--- config.mk ---
export PLATFORM = sky130hd
export DESIGN_NAME = conv_encoder_framer_flat
export DESIGN_NICKNAME = d
export VERILOG_FILES = /design/src/rtl/conv_encoder_framer_pkg.sv /design/src/rtl/conv_encoder_framer_if.sv /design/src/rtl/conv_encoder_framer_core.sv /design/src/rtl/conv_encoder_framer.sv /design/src/flat_wrapper.sv
export SDC_FILE = /design/constraint.sdc
export NUM_CORES = 1
export LEC_CHECK = 0
export CAP_MARGIN = 20
export CORE_ASPECT_RATIO = 0.8
export CORE_MARGIN = 2
export CORE_UTILIZATION = 32
export DETAILED_ROUTE_END_ITERATION = 8
export DONT_BUFFER_PORTS = 1
export PLACE_DENSITY = 0.57
export SYNTH_ARGS = -nofsm -noshare
export SYNTH_HDL_FRONTEND = slang
export SYNTH_SLANG_ARGS = --single-unit
--- constraint.sdc ---
create_clock -name clk -period 3.15 [get_ports clk]
set_input_delay 0.63 -clock clk [delete_from_list [all_inputs] [get_ports clk]]
set_output_delay 0.63 -clock clk [all_outputs]
set_load 0.005 [all_outputs]
--- src/rtl/conv_encoder_framer_pkg.sv ---
// Shared convolutional-code definitions (K=7, rate 1/2) for the encoder/framer and the Viterbi decoder.
package conv_code_pkg;

    localparam int K = 7;
    localparam logic [K-1:0] G0 = 7'o171;
    localparam logic [K-1:0] G1 = 7'o133;
    localparam int SOFT_W = 3;

    typedef enum logic [1:0] {IDLE, DATA, TAIL} state_t;

    // Hard decision to soft value: 0 -> strong zero, 1 -> strong one.
    function automatic logic [SOFT_W-1:0] soft_map(input logic b);
        return {SOFT_W{b}};
    endfunction

endpackage

--- src/rtl/conv_encoder_framer_if.sv ---
// Byte-in / soft-symbol-out stream bundle of the convolutional encoder framer.
interface conv_encoder_framer_if;
    import conv_code_pkg::*;

    logic [7:0]          s_data;
    logic                s_last;
    logic                s_valid;
    logic                s_ready;
    logic [2*SOFT_W-1:0] m_sym;
    logic                m_valid;
    logic                m_ready;
    logic                m_last;

    modport master (
        output s_data, s_last, s_valid, m_ready,
        input  s_ready, m_sym, m_valid, m_last
    );

    modport slave (
        input  s_data, s_last, s_valid, m_ready,
        output s_ready, m_sym, m_valid, m_last
    );

endinterface

--- src/rtl/conv_encoder_framer_core.sv ---
// Encoder core: parity taps over {u, sr} and the K-1 bit state register advanced per issued symbol.
module conv_enc_core
    import conv_code_pkg::*;
(
    input  logic clk,
    input  logic rst,
    input  logic i_u,
    input  logic i_adv,
    output logic o_c0,
    output logic o_c1
);

    logic [K-2:0] r_sr;
    logic [K-1:0] w_reg;

    assign w_reg = {i_u, r_sr};
    assign o_c0  = ^(w_reg & G0);
    assign o_c1  = ^(w_reg & G1);

    always_ff @(posedge clk) begin
        if (rst) begin
            r_sr <= '0;
        end else if (i_adv) begin
            r_sr <= w_reg[K-1:1];
        end
    end

endmodule

--- src/rtl/conv_encoder_framer.sv ---
// K=7 rate-1/2 convolutional encoder with byte serializer, one-entry hold buffer and zero-tail framing.
module conv_encoder_framer
    import conv_code_pkg::*;
(
    input  logic                  clk,
    input  logic                  rst,
    conv_encoder_framer_if.slave  bus,
    output logic                  busy
);

    state_t              r_state, w_state_nxt;
    logic [7:0]          r_work, w_work_nxt;
    logic                r_work_last, w_work_last_nxt;
    logic [3:0]          r_bit_cnt, w_bit_cnt_nxt;
    logic [2:0]          r_tail_cnt, w_tail_cnt_nxt;
    logic [7:0]          r_hold_byte, w_hold_byte_nxt;
    logic                r_hold_last, w_hold_last_nxt;
    logic                r_hold_valid, w_hold_valid_nxt;
    logic [2*SOFT_W-1:0] r_m_sym;
    logic                r_m_valid, r_m_last;

    logic w_acc, w_out_free, w_work_empty, w_refill;
    logic w_issue, w_u, w_sym_last, w_c0, w_c1;

    assign bus.s_ready  = !rst && !r_hold_valid;
    assign w_acc        = bus.s_valid && bus.s_ready;
    assign w_out_free   = !r_m_valid || bus.m_ready;
    assign w_work_empty = (r_state == IDLE) || ((r_state == DATA) && (r_bit_cnt == 4'd8));

    conv_enc_core u_core (
        .clk   (clk),
        .rst   (rst),
        .i_u   (w_u),
        .i_adv (w_issue),
        .o_c0  (w_c0),
        .o_c1  (w_c1)
    );

    always_comb begin
        w_state_nxt      = r_state;
        w_work_nxt       = r_work;
        w_work_last_nxt  = r_work_last;
        w_bit_cnt_nxt    = r_bit_cnt;
        w_tail_cnt_nxt   = r_tail_cnt;
        w_hold_byte_nxt  = r_hold_byte;
        w_hold_last_nxt  = r_hold_last;
        w_hold_valid_nxt = r_hold_valid;
        w_issue          = 1'b0;
        w_u              = 1'b0;
        w_sym_last       = 1'b0;
        w_refill         = 1'b0;

        if (w_acc && !w_work_empty) begin
            w_hold_byte_nxt  = bus.s_data;
            w_hold_last_nxt  = bus.s_last;
            w_hold_valid_nxt = 1'b1;
        end

        case (r_state)
            IDLE, DATA: begin
                if (w_work_empty) begin
                    // Empty working register: a fresh byte encodes its MSB in the accept cycle.
                    if (w_acc) begin
                        w_state_nxt     = DATA;
                        w_work_last_nxt = bus.s_last;
                        if (w_out_free) begin
                            w_issue       = 1'b1;
                            w_u           = bus.s_data[7];
                            w_work_nxt    = {bus.s_data[6:0], 1'b0};
                            w_bit_cnt_nxt = 4'd1;
                        end else begin
                            w_work_nxt    = bus.s_data;
                            w_bit_cnt_nxt = 4'd0;
                        end
                    end
                end else if (w_out_free) begin
                    w_issue       = 1'b1;
                    w_u           = r_work[7];
                    w_work_nxt    = {r_work[6:0], 1'b0};
                    w_bit_cnt_nxt = r_bit_cnt + 4'd1;
                    if (r_bit_cnt == 4'd7) begin
                        if (r_work_last) begin
                            w_state_nxt    = TAIL;
                            w_tail_cnt_nxt = 3'd0;
                        end else begin
                            w_refill = 1'b1;
                        end
                    end
                end
            end
            TAIL: begin
                if (w_out_free) begin
                    w_issue        = 1'b1;
                    w_tail_cnt_nxt = r_tail_cnt + 3'd1;
                    if (r_tail_cnt == 3'(K-2)) begin
                        w_sym_last  = 1'b1;
                        w_state_nxt = IDLE;
                        w_refill    = 1'b1;
                    end
                end
            end
            default: w_state_nxt = IDLE;
        endcase

        // Refill the working register at a byte boundary; with nothing pending DATA idles at bit_cnt=8.
        if (w_refill) begin
            if (r_hold_valid) begin
                w_work_nxt       = r_hold_byte;
                w_work_last_nxt  = r_hold_last;
                w_bit_cnt_nxt    = 4'd0;
                w_hold_valid_nxt = 1'b0;
                w_state_nxt      = DATA;
            end else if (w_acc) begin
                w_work_nxt       = bus.s_data;
                w_work_last_nxt  = bus.s_last;
                w_bit_cnt_nxt    = 4'd0;
                w_hold_valid_nxt = 1'b0;
                w_state_nxt      = DATA;
            end
        end
    end

    always_ff @(posedge clk) begin
        if (rst) begin
            r_state      <= IDLE;
            r_work       <= '0;
            r_work_last  <= 1'b0;
            r_bit_cnt    <= '0;
            r_tail_cnt   <= '0;
            r_hold_byte  <= '0;
            r_hold_last  <= 1'b0;
            r_hold_valid <= 1'b0;
            r_m_sym      <= '0;
            r_m_valid    <= 1'b0;
            r_m_last     <= 1'b0;
        end else begin
            r_state      <= w_state_nxt;
            r_work       <= w_work_nxt;
            r_work_last  <= w_work_last_nxt;
            r_bit_cnt    <= w_bit_cnt_nxt;
            r_tail_cnt   <= w_tail_cnt_nxt;
            r_hold_byte  <= w_hold_byte_nxt;
            r_hold_last  <= w_hold_last_nxt;
            r_hold_valid <= w_hold_valid_nxt;
            if (w_issue) begin
                r_m_sym   <= {soft_map(w_c0), soft_map(w_c1)};
                r_m_valid <= 1'b1;
                r_m_last  <= w_sym_last;
            end else if (bus.m_ready) begin
                r_m_valid <= 1'b0;
                r_m_last  <= 1'b0;
            end
        end
    end

    assign bus.m_sym   = r_m_sym;
    assign bus.m_valid = r_m_valid;
    assign bus.m_last  = r_m_last;
    assign busy        = (r_state != IDLE);

endmodule

--- src/flat_wrapper.sv ---
// flat-port wrapper written by rule: the top's interface ports become plain ports
module conv_encoder_framer_flat import conv_code_pkg::*;
  (clk, rst, busy, bus_s_data, bus_s_last, bus_s_valid, bus_m_ready, bus_s_ready, bus_m_sym, bus_m_valid, bus_m_last);
  conv_encoder_framer_if bus_i ();
  input  logic clk;
  input  logic rst;
  output logic busy;
  input wire logic [$bits(bus_i.s_data)-1:0] bus_s_data;
  input wire logic [$bits(bus_i.s_last)-1:0] bus_s_last;
  input wire logic [$bits(bus_i.s_valid)-1:0] bus_s_valid;
  input wire logic [$bits(bus_i.m_ready)-1:0] bus_m_ready;
  output wire logic [$bits(bus_i.s_ready)-1:0] bus_s_ready;
  output wire logic [$bits(bus_i.m_sym)-1:0] bus_m_sym;
  output wire logic [$bits(bus_i.m_valid)-1:0] bus_m_valid;
  output wire logic [$bits(bus_i.m_last)-1:0] bus_m_last;
  assign bus_i.s_data = bus_s_data;
  assign bus_i.s_last = bus_s_last;
  assign bus_i.s_valid = bus_s_valid;
  assign bus_i.m_ready = bus_m_ready;
  assign bus_s_ready = bus_i.s_ready;
  assign bus_m_sym = bus_i.m_sym;
  assign bus_m_valid = bus_i.m_valid;
  assign bus_m_last = bus_i.m_last;
  conv_encoder_framer u_core (.clk(clk), .rst(rst), .bus(bus_i), .busy(busy));
endmodule
==> out/metrics.yaml, run 1 <==
firstDrtPassIters: 7
ios: 23
routed_wl_mm: 5.371
drv_cap: 0
wl_per_cell_um: 16.38
crit_path_end_kind: "register"
die_y_um: 77.97
ys_types: 58
clock_path_buffers: 2
cts_buffers: 5
dp_hpwl_mm: 3.844
ant_nets: 0
tightestPinTransition_ns: 0.7149
fillers: 685
holdPathStages: 1
syn-num-nets: 267
vdd_drop_max_mv: 0.1522
path_delay_family: "flip-flops"
synth-seq-cells: 38
die-area_sq_mm: 0.007520
setup_viol: 0
cp_max_fo: 17
yosysWarnings: 0
synth_area_per_cell_sq_um: 8.753
die_w_um: 96.46
final.setup.tns_ns: 0
relSlewSlack_pct: 52.26
dp_cells: 320
slowest_delay_ns: 0.70
yosys.area_share.simple_pct: 21.44
drt-vias-per-instance: 5.567
hold_buffers: 0
portBuffers: 0
r2r_start: "u_core.r_state[0]"
synth_top_family_by_area: "compound AO/OA/AOI/OAI gates"
synth_edf_count: 0
syn-instance-count: 250
finalNetCount: 260
coreArea_sq_mm: 0.006506
power_density_mw_per_mm2: 452.5
rsz0062_at_grt: "false"
hold_viol_final: 0
leakage_uw: 0.0007688
drcViolationCount: 0
synthArstFlopShare_pct: 0
cts_resized: 0
clockRootBuffer: "clkbuf_8"
clk_latency_ns: 0.29
vias: 1826
rr_endpoint: "u_core.r_work[0]"
whs_ns: 0.3981
postCtsSetupRepairBufs: 0
finalMaxSlewViolations: 0
grt_max_degree: 35
fin_skew_ns: 0.01111
final_cell_mix: "dfxtp_1 (38), nand2_1 (24), a21oi_1 (23)"
antenna_found_initial: 0
place_congestion: 0.8558
gr-total-overflow: 0
start_util_pct: 33.63
period_share_pct: 69.66
crit_type: "reg -> reg"
grt_use_total_pct: 15.58
synth_xor_area_share_pct: 3.030
worstPathCellList: "inv_1 -> nor2_2 -> o21ai_0 -> a22oi_1 -> o22ai_1"
synth-compound-area-share_pct: 26.30
cts.sinks: 38
rows: 26
antennaDiodeCount: 0
synthToLayoutAreaGrowth_pct: 5.374
reg2reg_slack_ns: 0.96
min_to: "u_core.r_state[0]"
cp_slowest_cell: "dfxtp_1"
final_common_cell: "dfxtp_1"
muxShareOfSynthArea_pct: 4.631
holdCritStartpoint: "rst"
max_freq_mhz: 455.7
cp.required_ns: 3.32
final-instance-count-excl-fill: 328
worst-path-buf-inv: 1
h-tree-depth: 2
start_kind: "register"
hold_path_class: "in -> reg"
min_period_ns: 2.194
outcome: "completed"
synthAdderAreaFrac_pct: 2.287
worstPathArrival_ns: 2.37
grt_pass1_vias: 1724
syn_area_sq_mm: 0.002188
fin_util_pct: 35.44
reg2reg_depth: 5
synthFlopType: "dfxtp_1"
layout-drive-gt1-share_pct: 11.89
drt_iter0_drc: 174
grt_pass1_wl_mm: 9.246
path_clk_slew_ns: 0.09
ys_seq_area_share_pct: 34.76
cts_tree: "yes"
[cells in the mapped netlist (all sizes together), types with 3 or more instances]
cell	n	share of area (%)
a211oi	3	1.0
nand2	26	4.9
xor2	3	1.2
a21boi	3	1.0
dfxtp	38	35
nor2	21	3.8
buf	15	5.4
o22ai	8	2.3
ha	4	2.3
a222oi	4	1.8
o21ai	14	3.4
nand3b	3	1.6
nand2b	3	0.86
a21o	3	1.1
inv	5	0.86
nor3	6	1.6
mux2i	9	4.1
a21oi	23	5.3
a221oi	3	1.2
nand4	3	0.86
nand3	10	2.3
clkbuf	5	1.3
a22oi	7	2.4
[per-layer routing]
metal / vias up / wire length [um] / global-route usage (%)
met5: - / 0 / 0
met4: 0 / 32 / 2.535
met3: 4 / 353 / 3.495
met2: 56 / 2124 / 20.42
met1: 853 / 2862 / 25.61
li1: 913 / - / -
[sequential cells by signal (all words and copies together) (netlist names)]
| signal | flops |
|---|---|
| u_core.bus.m_last | 1 |
| u_core.bus.m_sym | 2 |
| u_core.bus.m_valid | 1 |
| u_core.r_bit_cnt | 4 |
| u_core.r_hold_byte | 8 |
| u_core.r_hold_last | 1 |
| u_core.r_hold_valid | 1 |
| u_core.r_state | 2 |
| u_core.r_tail_cnt | 3 |
| u_core.r_work | 8 |
| u_core.r_work_last | 1 |
| u_core.u_core.r_sr | 6 |
[worst max-delay path by stage]
stage / from / end / slack, ns / depth (start not counted)
after global placement: rst / u_core.r_work[7] / 1.0 / 5
after CTS: u_core.r_state[0] / u_core.r_work[0] / 0.99 / 5
after detailed placement: rst / u_core.r_work[6] / 0.97 / 5
after global routing: u_core.r_state[0] / u_core.r_work[4] / 0.78 / 5
final: u_core.r_state[0] / u_core.r_work[0] / 0.96 / 5
after floorplan: bus_m_ready / u_core.r_work[4] / 1.29 / 6
[metrics by stage]
stage | cell area [sq um] | worst slack [ns] | total power [uW]
final | 2306 | 0.9558 | 1044
after global routing | 2306 | 0.7779 | 1096
after CTS | 2306 | 0.9896 | 1055
after detailed placement | 2192 | 0.9730 | 637.0
after global placement | 2192 | 0.9989 | 637.5
after floorplan | 2188 | 1.286 | 623.9
[layout make-up]
type	instances	area (sq um)	area share [%]
clock inverter	3	45.04	1.953
inverter	5	18.77	0.8139
clock buffer	5	68.82	2.984
sequential	38	760.7	32.99
multi-input combinational	187	1262	54.75
tap	84	105.1	4.558
timing repair buffer	6	45.04	1.953
[report_power, final]
group | total (uW) | switching (uW) | internal, uW
registers | 513 | 17.9 | 495
clock network | 417 | 181 | 236
logic | 113 | 67.1 | 46.4
total | 1040 | 266 | 777
[logic make-up after synthesis]
family,count (synthesis)
compound gates,82
flops,38
simple gates,85
mux,10
xor+xnor,6
buf+inv,25
fa+ha+maj,4
Note: power is estimated with default switching activity, not from simulation.
==> run 2, diff against run 1 <==
==> constraint.sdc (replaced) <==
create_clock -name clk -period 2.2 [get_ports clk]
set_input_delay 0.44 -clock clk [delete_from_list [all_inputs] [get_ports clk]]
set_output_delay 0.44 -clock clk [all_outputs]
set_load 0.005 [all_outputs]
==> out/metrics.yaml, run 2 (synthesis results as in run 1) <==
min_period_ns: 2.015
cts_resized: 0
seqPwrFrac_pct: 50.7
hold_path_class: "in -> reg"
ant_nets: 0
outcome: "completed"
antennaDiodeCount: 0
r2r_start: "u_core.r_bit_cnt[1]"
rsz0062_at_grt: "false"
setup_viol: 0
max_freq_mhz: 496.2
path_clk_slew_ns: 0.09
drt-vias-per-instance: 5.645
final-seq-area_sq_um: 760.7
antenna_found_initial: 0
clockRootBuffer: "clkbuf_8"
reg.largest.list: "u_core.r_hold_byte x8, u_core.r_work x8, u_core.u_core.r_sr x6"
start_kind: "register"
fin_total_pwr_uw: 1441
drv_cap: 0
leakage_uw: 0.0008163
gr-total-overflow: 0
final.setup.tns_ns: 0
final_cell_mix: "dfxtp_1 (38), nand2_1 (24), a21oi_1 (23)"
crit_path_end_kind: "register"
routed_wl_mm: 5.724
final_common_cell: "dfxtp_1"
tightestPinTransition_ns: 0.5960
grt_pass1_vias: 1888
die_w_um: 96.46
drt_iter0_drc: 131
grt_use_total_pct: 16.73
internal_power_uw: 1038
rr_endpoint: "u_core.r_work[1]"
portBuffers: 0
start_util_pct: 33.63
coreArea_sq_mm: 0.006506
die_y_um: 77.97
vdd_drop_max_mv: 0.1817
finalNetCount: 270
cp.required_ns: 2.37
wl_per_cell_um: 16.93
power_density_mw_per_mm2: 607.6
h-tree-depth: 2
rows: 26
cts.sinks: 38
die-area_sq_mm: 0.007520
power_frac_clock_pct: 36.7
worstPathArrival_ns: 2.18
sw_frac_of_total_pct: 27.96
grt_pass1_wl_mm: 9.687
endpoint: "u_core.r_work[1]"
p_comb_share_pct: 12.6
place_congestion: 0.8364
drcViolationCount: 0
layout-drive-gt1-share_pct: 15.35
vias: 1908
fillers: 698
firstDrtPassIters: 4
crit_type: "reg -> reg"
clk_latency_ns: 0.31
reg2reg_slack_ns: 0.18
whs_ns: 0.1894
p_switching_uw: 403.0
cp_max_fo: 13
fin_skew_ns: 0.01210
grt_max_degree: 35
setup.worst_path.start: "u_core.r_bit_cnt[1]"
clock_path_buffers: 2
cts_buffers: 5
finalMaxSlewViolations: 0
slowest_delay_ns: 0.46
multiInputGateArea_sq_mm: 0.001272
dp_hpwl_mm: 4.037
reg2reg_depth: 7
cp_slowest_cell: "o41ai_4"
cts_tree: "yes"
ios: 23
hold_buffers: 0
worstPathCellList: "inv_1 -> ha_1 -> nand3b_4 -> nand2_4 -> o41ai_4 -> a21o_2 -> o22ai_1"
postCtsSetupRepairBufs: 0
hold_viol_final: 0
relSlewSlack_pct: 59.24
synthToLayoutAreaGrowth_pct: 8.405
period_share_pct: 91.61
[run 2: worst min path at each step]
| stage | startpoint | to | slack [ns] | depth (start not counted) |
|---|---|---|---|---|
| floorplan | u_core.u_core.r_sr[2] | u_core.u_core.r_sr[1] | 0.43 | 2 |
| global placement | u_core.u_core.r_sr[2] | u_core.u_core.r_sr[1] | 0.43 | 2 |
| detailed placement | u_core.u_core.r_sr[2] | u_core.u_core.r_sr[1] | 0.44 | 2 |
| CTS | rst | u_core.r_hold_byte[1] | 0.18 | 1 |
| global route | rst | u_core.r_hold_byte[3] | 0.18 | 1 |
| finish | rst | u_core.r_hold_byte[1] | 0.19 | 1 |
[run 2: layer usage]
| layer | share of wire (%) | vias up | global-route usage (%) |
|---|---|---|---|
| li1 | - | 930 | - |
| met1 | 50 | 918 | 24.27 |
| met2 | 42 | 54 | 23.54 |
| met3 | 6.8 | 6 | 4.563 |
| met4 | 1.0 | 0 | 5.775 |
| met5 | 0 | - | 0 |
[run 2: stage by stage]
| stage | cell area (sq um) | cells | util [%] | setup slack [ns] |
|---|---|---|---|---|
| 6_report | 2372 | 338 | 36.46 | 0.1846 |
| 5_1_grt | 2372 | 338 | 36.46 | 0.001892 |
| 4_1_cts | 2362 | 338 | 36.31 | 0.07141 |
| 3_5_place_dp | 2267 | 330 | 34.85 | 0.09466 |
| 3_3_place_gp | 2267 | 330 | 34.85 | 0.1273 |
| 2_1_floorplan | 2188 | 250 | - | 0.4444 |
[run 2: power groups by stage]
stage | logic (uW) | clock network (uW) | registers [uW]
finish | 181 | 529 | 731
global route | 203 | 561 | 735
CTS | 178 | 542 | 731
detailed placement | 177 | 0 | 747
global placement | 178 | 0 | 747
floorplan | 155 | 0 | 738
[run 2: area by class of cell]
cell class                      count  share of cell area (%)
Inverter                            5                  0.7911
Multi-Input combinational cell    187                   53.64
Timing Repair Buffer               16                   5.063
Clock inverter                      2                  0.5274
Sequential cell                    38                   32.07
Tap cell                           84                   4.430
Clock buffer                        6                   3.481
[run 2: worst max-delay path, delay by kind of cell, from the launching register on]
family	cells	cell delay [ns]
AO/OA/AOI/OAI	3	0.97
flip-flops	1	0.42
adder cells (fa/ha/maj)	1	0.22
AND/OR/NAND/NOR	2	0.20
buffers and inverters	1	0.06
==> run 3, diff against run 2 <==
--- a/config.mk
+++ b/config.mk
@@ -7,11 +7,13 @@
 export LEC_CHECK = 0
 export CAP_MARGIN = 20
 export CORE_ASPECT_RATIO = 0.8
-export CORE_MARGIN = 2
+export CORE_MARGIN = 5
 export CORE_UTILIZATION = 32
+export CTS_BUF_LIST = sky130_fd_sc_hd__clkbuf_16
 export DETAILED_ROUTE_END_ITERATION = 8
 export DONT_BUFFER_PORTS = 1
 export PLACE_DENSITY = 0.57
+export SETUP_SLACK_MARGIN = 0.3
 export SYNTH_ARGS = -nofsm -noshare
 export SYNTH_HDL_FRONTEND = slang
 export SYNTH_SLANG_ARGS = --single-unit
==> out/metrics.yaml, run 3 (synthesis results as in run 1) <==
worstPathArrival_ns: 2.04
place_congestion: 0.8767
layout-drive-gt1-share_pct: 20.23
relSlewSlack_pct: 65.82
min_period_ns: 1.836
setup_ws_ns: 0.3643
finalNetCount: 273
clk_latency_ns: 0.29
hold_viol_final: 0
drt-vias-per-instance: 5.497
seqPwrFrac_pct: 44.8
place_ws_ns: 0.2436
wl_per_cell_um: 16.07
multiInputGateArea_sq_mm: 0.001340
crit_type: "reg -> reg"
power_frac_clock_pct: 42.8
cts_buffers: 5
p_comb_share_pct: 12.4
grt_pass1_wl_mm: 9.418
cp.required_ns: 2.41
reg2reg_depth: 9
cts.sinks: 38
portBuffers: 0
fin_skew_ns: 0.005767
cp_max_fo: 6
start_util_pct: 32.39
synthToLayoutAreaGrowth_pct: 15.55
gr-total-overflow: 0
vdd_drop_max_mv: 0.2656
sw_frac_of_total_pct: 25.58
slowest_delay_ns: 0.36
rsz0062_at_grt: "true"
die_y_um: 83.97
clockRootBuffer: "clkbuf_16"
power_density_mw_per_mm2: 646.7
grt_use_total_pct: 13.59
timing.critical_path.mode_cell: "buf_6"
start_kind: "register"
tightestPinTransition_ns: 0.5073
die_w_um: 102.5
final_common_cell: "dfxtp_1"
fillers: 713
vias: 1891
internal_power_uw: 1217
rows: 27
ios: 23
die-area_sq_mm: 0.008603
finalMaxSlewViolations: 0
final_cell_mix: "dfxtp_1 (35), nand2_1 (24), a21oi_1 (22)"
crit_path_end_kind: "register"
antenna_found_initial: 0
leakage_uw: 0.0008672
drv_cap: 0
holdPathStages: 1
dp_hpwl_mm: 3.832
final-seq-area_sq_um: 767.0
cp_slowest_cell: "dfxtp_4"
ant_nets: 0
period_share_pct: 83.44
max_freq_mhz: 544.7
p_switching_uw: 418.4
firstDrtPassIters: 4
final.setup.tns_ns: 0
drt_iter0_drc: 119
hold_path_class: "in -> reg"
fin_util_pct: 37.43
h-tree-depth: 2
outcome: "completed"
grt_max_degree: 35
coreArea_sq_mm: 0.006756
whs_ns: 0.2144
path_clk_slew_ns: 0.06
fin_total_pwr_uw: 1635
drcViolationCount: 0
reg.largest.list: "u_core.r_hold_byte x8, u_core.r_work x8, u_core.u_core.r_sr x6"
grt_pass1_vias: 1833
clock_path_buffers: 2
hold_buffers: 0
setup_viol: 0
routed_wl_mm: 5.529
worstPathCellList: "inv_4 -> ha_4 -> and3b_2 -> nor2_4 -> buf_6 -> o311ai_4 -> buf_6 -> nand2_1 -> a21oi_1"
cts_tree: "yes"
antennaDiodeCount: 0
## run 3: power by group through the flow
stage / logic [uW] / registers (uW) / clock network (uW)
floorplan: 155 / 738 / 0
global placement: 173 / 746 / 0
detailed placement: 172 / 747 / 0
CTS: 177 / 732 / 723
global route: 225 / 737 / 750
finish: 203 / 733 / 700
## run 3: cell type report
class,instances,share of cell area (%)
multi-input combinational,187,52.99
sequential,38,30.33
timing repair buffer,19,5.938
clock buffer,5,4.948
tap,87,4.305
inverter,5,0.8412
clock inverter,3,0.6432
## run 3: critical path, delay by kind of cell (launching register included)
kind | cells | cell delay (ns)
AO/OA/AOI/OAI | 2 | 0.49
AND/OR/NAND/NOR | 3 | 0.41
flip-flops | 1 | 0.36
buffers and inverters | 3 | 0.36
adder cells (fa/ha/maj) | 1 | 0.14
## run 3: timing repair
item | CTS | global route
pin swaps | 0 | 6
setup buffers | 0 | 4
endpoints found under the setup margin | 15 | 27
gates cloned | 0 | 1
gates resized for setup | 5 | 20
## run 3: routing by layer
| layer | vias to the layer above | part of all wire (%) | routed length [um] | GRT usage (%) |
|---|---|---|---|---|
| met4 | 0 | 1.0 | 56 | 3.695 |
| met2 | 52 | 46 | 2566 | 19.99 |
| li1 | 937 | - | - | - |
| met1 | 897 | 46 | 2543 | 18.77 |
| met3 | 5 | 6.5 | 362 | 4.595 |
| met5 | - | 0 | 0 | 0 |
## run 3: final timing paths
check	startpoint	slack, ns	to
worst max-delay path	u_core.r_bit_cnt[1]	0.36	u_core.u_core.r_sr[3]
worst min-delay path	rst	0.21	u_core.r_work_last
worst max register to register	u_core.r_bit_cnt[1]	0.36	u_core.u_core.r_sr[3]
worst min register to register	u_core.u_core.r_sr[2]	0.45	u_core.u_core.r_sr[2]
## run 3: stage by stage
stage	std cells	cell area [sq um]
6_report	344	2529
5_1_grt	344	2529
4_1_cts	339	2420
3_5_place_dp	331	2256
3_3_place_gp	331	2256
2_1_floorplan	250	2188
